--- src/rtl/config_frame_loader_pkg.sv ---
// Shared types and constants for the configuration frame loader.
// Frame layout: sync byte, payload bytes (LSB first), then an XOR checksum byte.
package config_loader_pkg;

  typedef enum logic [1:0] {
    IDLE,
    LOAD,
    CHECK,
    COMMIT
  } state_t;

  localparam logic [7:0] SYNC_BYTE = 8'hA5;

  function automatic int num_bytes(input int bits);
    return (bits + 7) / 8;
  endfunction

endpackage

--- src/rtl/config_frame_loader_if.sv ---
// Byte-stream port into the configuration loader.
// Handshake: a byte transfers on a rising clock edge where DataValid && DataReady;
// a source holding DataValid must keep DataIn stable until that edge.
interface config_frame_loader_if;
  logic [7:0] DataIn;
  logic       DataValid;
  logic       DataReady;

  modport master (output DataIn, output DataValid, input DataReady);
  modport slave  (input DataIn, input DataValid, output DataReady);
endinterface

--- src/rtl/config_frame_loader.sv ---
// Frame loader: sync detect, shadow payload assembly, XOR checksum check and
// atomic commit of the shadow into ConfigBits.
module config_frame_loader
  import config_loader_pkg::*;
#(
  parameter int         NoConfigBits = 4,
  parameter logic [7:0] SyncByte     = SYNC_BYTE
) (
  input  logic                    CLK,
  input  logic                    resetn,
  config_frame_loader_if.slave    s_cfg,
  output logic [NoConfigBits-1:0] ConfigBits,
  output logic                    Busy,
  output logic                    Done,
  output logic                    Error,
  output state_t                  DbgState
);

  localparam int NumBytes = num_bytes(NoConfigBits);
  localparam int CntW     = $clog2(NumBytes + 1);
  localparam logic [CntW-1:0] LastCnt = CntW'(NumBytes - 1);

  state_t                  r_state;
  state_t                  w_next;
  logic                    w_accept;
  logic                    w_start;
  logic                    w_load;
  logic                    w_fail;
  logic                    w_commit;
  logic [CntW-1:0]         r_cnt;
  logic [7:0]              r_xor;
  logic [NoConfigBits-1:0] r_shadow;
  logic [NoConfigBits-1:0] w_shadow_upd;

  assign s_cfg.DataReady = (r_state != COMMIT);
  assign w_accept        = s_cfg.DataValid && s_cfg.DataReady;
  assign DbgState        = r_state;

  always_ff @(posedge CLK or negedge resetn) begin
    if (!resetn) r_state <= IDLE;
    else         r_state <= w_next;
  end

  always_comb begin
    w_next   = r_state;
    w_start  = 1'b0;
    w_load   = 1'b0;
    w_fail   = 1'b0;
    w_commit = 1'b0;
    case (r_state)
      IDLE: begin
        if (w_accept && (s_cfg.DataIn == SyncByte)) begin
          w_start = 1'b1;
          w_next  = LOAD;
        end
      end
      LOAD: begin
        // A sync value here is ordinary payload; there is no resync.
        if (w_accept) begin
          w_load = 1'b1;
          if (r_cnt == LastCnt) w_next = CHECK;
        end
      end
      CHECK: begin
        if (w_accept) begin
          if (s_cfg.DataIn == r_xor) begin
            w_next = COMMIT;
          end else begin
            w_fail = 1'b1;
            w_next = IDLE;
          end
        end
      end
      COMMIT: begin
        w_commit = 1'b1;
        w_next   = IDLE;
      end
      default: w_next = IDLE;
    endcase
  end

  // Bits of the current byte beyond NoConfigBits fall off here but still feed the checksum.
  always_comb begin
    w_shadow_upd = r_shadow;
    for (int i = 0; i < NoConfigBits; i++) begin
      if ((i / 8) == int'(r_cnt)) w_shadow_upd[i] = s_cfg.DataIn[i % 8];
    end
  end

  always_ff @(posedge CLK or negedge resetn) begin
    if (!resetn) begin
      r_shadow   <= '0;
      r_xor      <= '0;
      r_cnt      <= '0;
      ConfigBits <= '0;
      Busy       <= 1'b0;
      Done       <= 1'b0;
      Error      <= 1'b0;
    end else begin
      Busy <= (w_next != IDLE);
      Done <= w_commit;
      if (w_start) begin
        r_shadow <= '0;
        r_xor    <= '0;
        r_cnt    <= '0;
        Error    <= 1'b0;
      end
      if (w_load) begin
        r_shadow <= w_shadow_upd;
        r_xor    <= r_xor ^ s_cfg.DataIn;
        r_cnt    <= r_cnt + 1'b1;
      end
      if (w_fail)   Error      <= 1'b1;
      if (w_commit) ConfigBits <= r_shadow;
    end
  end

endmodule

--- src/flat_wrapper.sv ---
// flat-port wrapper written by rule: the top's interface ports become plain ports
module config_frame_loader_flat import config_loader_pkg::*;
#(
  parameter int         NoConfigBits = 4,
  parameter logic [7:0] SyncByte     = SYNC_BYTE
)
  (CLK, resetn, ConfigBits, Busy, Done, Error, DbgState, s_cfg_DataIn, s_cfg_DataValid, s_cfg_DataReady);
  config_frame_loader_if s_cfg_i ();
  input  logic CLK;
  input  logic resetn;
  output logic [NoConfigBits-1:0] ConfigBits;
  output logic Busy;
  output logic Done;
  output logic Error;
  output state_t DbgState;
  input wire logic [$bits(s_cfg_i.DataIn)-1:0] s_cfg_DataIn;
  input wire logic [$bits(s_cfg_i.DataValid)-1:0] s_cfg_DataValid;
  output wire logic [$bits(s_cfg_i.DataReady)-1:0] s_cfg_DataReady;
  assign s_cfg_i.DataIn = s_cfg_DataIn;
  assign s_cfg_i.DataValid = s_cfg_DataValid;
  assign s_cfg_DataReady = s_cfg_i.DataReady;
  config_frame_loader #(.NoConfigBits(NoConfigBits), .SyncByte(SyncByte)) u_core (.CLK(CLK), .resetn(resetn), .s_cfg(s_cfg_i), .ConfigBits(ConfigBits), .Busy(Busy), .Done(Done), .Error(Error), .DbgState(DbgState));
endmodule
--- config.mk ---
export PLATFORM = sky130hd
export DESIGN_NAME = config_frame_loader_flat
export DESIGN_NICKNAME = d
export VERILOG_FILES = /design/src/rtl/config_frame_loader_pkg.sv /design/src/rtl/config_frame_loader_if.sv /design/src/rtl/config_frame_loader.sv /design/src/flat_wrapper.sv
export SDC_FILE = /design/constraint.sdc
export NUM_CORES = 1
export LEC_CHECK = 0
export ABC_AREA = 1
export CORE_ASPECT_RATIO = 1.25
export CORE_MARGIN = 2
export CORE_UTILIZATION = 45
export CTS_CLUSTER_SIZE = 16
export DETAILED_ROUTE_END_ITERATION = 10
export PLACE_DENSITY = 0.82
export SLEW_MARGIN = 20
export SYNTH_ARGS = -nofsm -noshare
export SYNTH_HDL_FRONTEND = slang
export SYNTH_SLANG_ARGS = --single-unit
--- constraint.sdc ---
create_clock -name CLK -period 1.19 [get_ports CLK]
set_clock_uncertainty 0.1 [all_clocks]
set_input_delay 0.1785 -clock CLK [delete_from_list [all_inputs] [get_ports CLK]]
set_output_delay 0.1785 -clock CLK [all_outputs]
set_load 0.1 [all_outputs]
==> results.ini <==
[status]
status=finished, violations left
violations=negative setup slack

[final_layout]
final_core_util=0.851
diodes=0
multi_input_area_sq_um=579
seqCellArea_sq_um=558
area_delta_synth_final_pct=83.2
nFillCells=116
layout.nets=215
drive_gt1_frac=0.502

[synthesis]
synth_top_area_frac=0.499
syn_avg_cell_area_sq_um=7.94
synthDistinctLibCells=19
ys_top_cells_by_count=nand2_1, inv_1, dfrtp_1
synth_largest_area_cell=dfrtp_1
synth_warnings=0
ys_ff_latch=22
synth_edf_count=0
synth_most_common_cell=nand2_1
synth_area_leaders=dfrtp_1, nand2_1, inv_1
ys_seq_area_frac=0.499
netlist_instances=139
synthesis.nets=150
syn_area_sq_um=1100
synthFlopType=dfrtp_1
async_reset_ff_frac=1.00

[drt]
num_vias=1216
firstDrtPassIters=4
routed_wl_um=4010
ant_nets=0
wl_per_cell_um=17.0
drc_errors=0
viasPerCell=5.15
drtIter0Drc=41

[critical_path]
cp-startpoint=u_core.DbgState[1]
r2r_start=u_core.DbgState[1]
ff2ff_setup_slack_ns=-0.38
critPathLaunchType=flop
crit_path_max_fanout=2
reg2reg_to=u_core.DbgState[1]
cp-end-kind=output pin
r2r_cells=9
required_ns=0.91
path_class=reg2out
worst-endpoint-arrival_ns=1.32

[placed_design]
hpwl_um=2090
gp_congestion=0.735
io_buffers=20

[sta]
rsz0062_at_grt=yes
timing.final.crit_share=1.34
fin_crit_ns=1.60
hold_violations=0
setup_viol=31
fin_ws_ns=-0.410
max_freq_ghz=0.625
drv_slew=0
tightestPinTransition_ns=0.364
maxSlewHeadroom=0.755

[global_route]
track_usage=0.271
antenna_found_initial=0
grt.met2_usage=0.470
met3_usage=0.0518
gr-usage-met1=0.285
gr-total-overflow=0
grt_pass1_vias=1249
grt_most_used_layer=met2
grt_start_max_net_pins=23
grt_first_pass_wirelength_um=5380

[die]
die_h_um=59.4
start_util=0.464
ios=21
fp.dieArea_sq_um=2870
row_count=20
fp.dieW_um=48.3
core_sq_um=2380

[clock_network]
cts_hold_buf=0
clk_latency_ns=0.32
cts.sinks=22
cts_tree=built
cts_buffer_depth=2
cts_max_level=1
cts_buffers=3
clkTransAtPathRegs_ns=0.14
cts_root_buf=clkbuf_4

[flow_run]
drv_cap=0

[power_and_ir_drop]
ir_worst_vdd_mv=0.542
power_leakage_nw=1.01
p_per_area_nw_per_um2=770
fin_total_pwr_mw=1.56

[worst_hold_path]
hold_path.class=in2async

## worst max path at each step
stage	end	slack, ns	depth (start not counted)
floorplan	u_core.Busy	-0.30	6
global placement	u_core.Busy	-0.51	11
detailed placement	u_core.DbgState[1]	-0.54	11
CTS	s_cfg_DataReady	-0.35	4
global route	s_cfg_DataReady	-0.44	4
finish	s_cfg_DataReady	-0.41	4
## cells in the final DEF (no fill, tap or decap), drive strengths merged
| master | n |
|---|---|
| dfrtp | 22 |
| nand3 | 12 |
| nor2 | 6 |
| clkbuf | 4 |
| o211ai | 1 |
| buf | 52 |
| a21oi | 1 |
| inv | 29 |
| dlymetal6s2s | 2 |
| clkdlybuf4s50 | 8 |
| nand2 | 46 |
| o21ai | 17 |
| nor4 | 1 |
| nor3 | 2 |
## what timing repair did
action,in CTS,in global routing
pin swaps,5,11
resized for setup,26,34
setup endpoints to repair,27,31
buffers inserted,7,5
## cells by family after synthesis
group	Yosys count	share of synthesized area
compound gates	19	0.0918
flops	22	0.499
buf+inv	31	0.113
simple gates	67	0.296
## report_power, final
group          internal [mW]  leakage [nW]  switching [mW]
registers              0.793         0.283          0.0346
logic                  0.157         0.711           0.189
clock network          0.131        0.0150           0.251
total                   1.08          1.01           0.475
## metrics by stage
stage / worst slack, ns / cells / setup TNS [ns] / area, sq um / hold slack, ns
3_5_place_dp: -0.544 / 221 / -8.01 / 1730 / 0.418
4_1_cts: -0.347 / 232 / -5.72 / 1890 / 0.114
3_3_place_gp: -0.512 / 221 / -7.47 / 1730 / 0.400
5_1_grt: -0.441 / 236 / -8.64 / 2020 / 0.111
2_1_floorplan: -0.298 / 139 / -5.02 / 1150 / -0.217
6_report: -0.410 / 236 / -7.48 / 2020 / 0.121
## layer usage
metal / up-vias / part of all wire
met5: - / 0
met4: 0 / 0.046
met3: 18 / 0.046
met2: 53 / 0.54
met1: 591 / 0.36
li1: 554 / -
## area by class of cell
class / instances / area share
clock buffers: 4 / 0.0130
well taps: 33 / 0.0204
flip-flops and latches: 22 / 0.276
multi-input cells: 86 / 0.287
repair buffers: 62 / 0.347
inverters: 29 / 0.0575
## critical path: stages, from the launching register on
cell,delay [ns]
dfrtp_4,0.53
buf_6,0.15
nand2_8,0.06
buf_6,0.10
buf_12,0.16
## flip-flops by register name (all words and copies together), names as in the netlist
name,cells
u_core.ConfigBits,4
u_core.Error,1
u_core.Done,1
u_core.r_cnt,1
u_core.DbgState,2
u_core.Busy,1
u_core.r_shadow,4
u_core.r_xor,8
(Power assumes the default switching activity.)
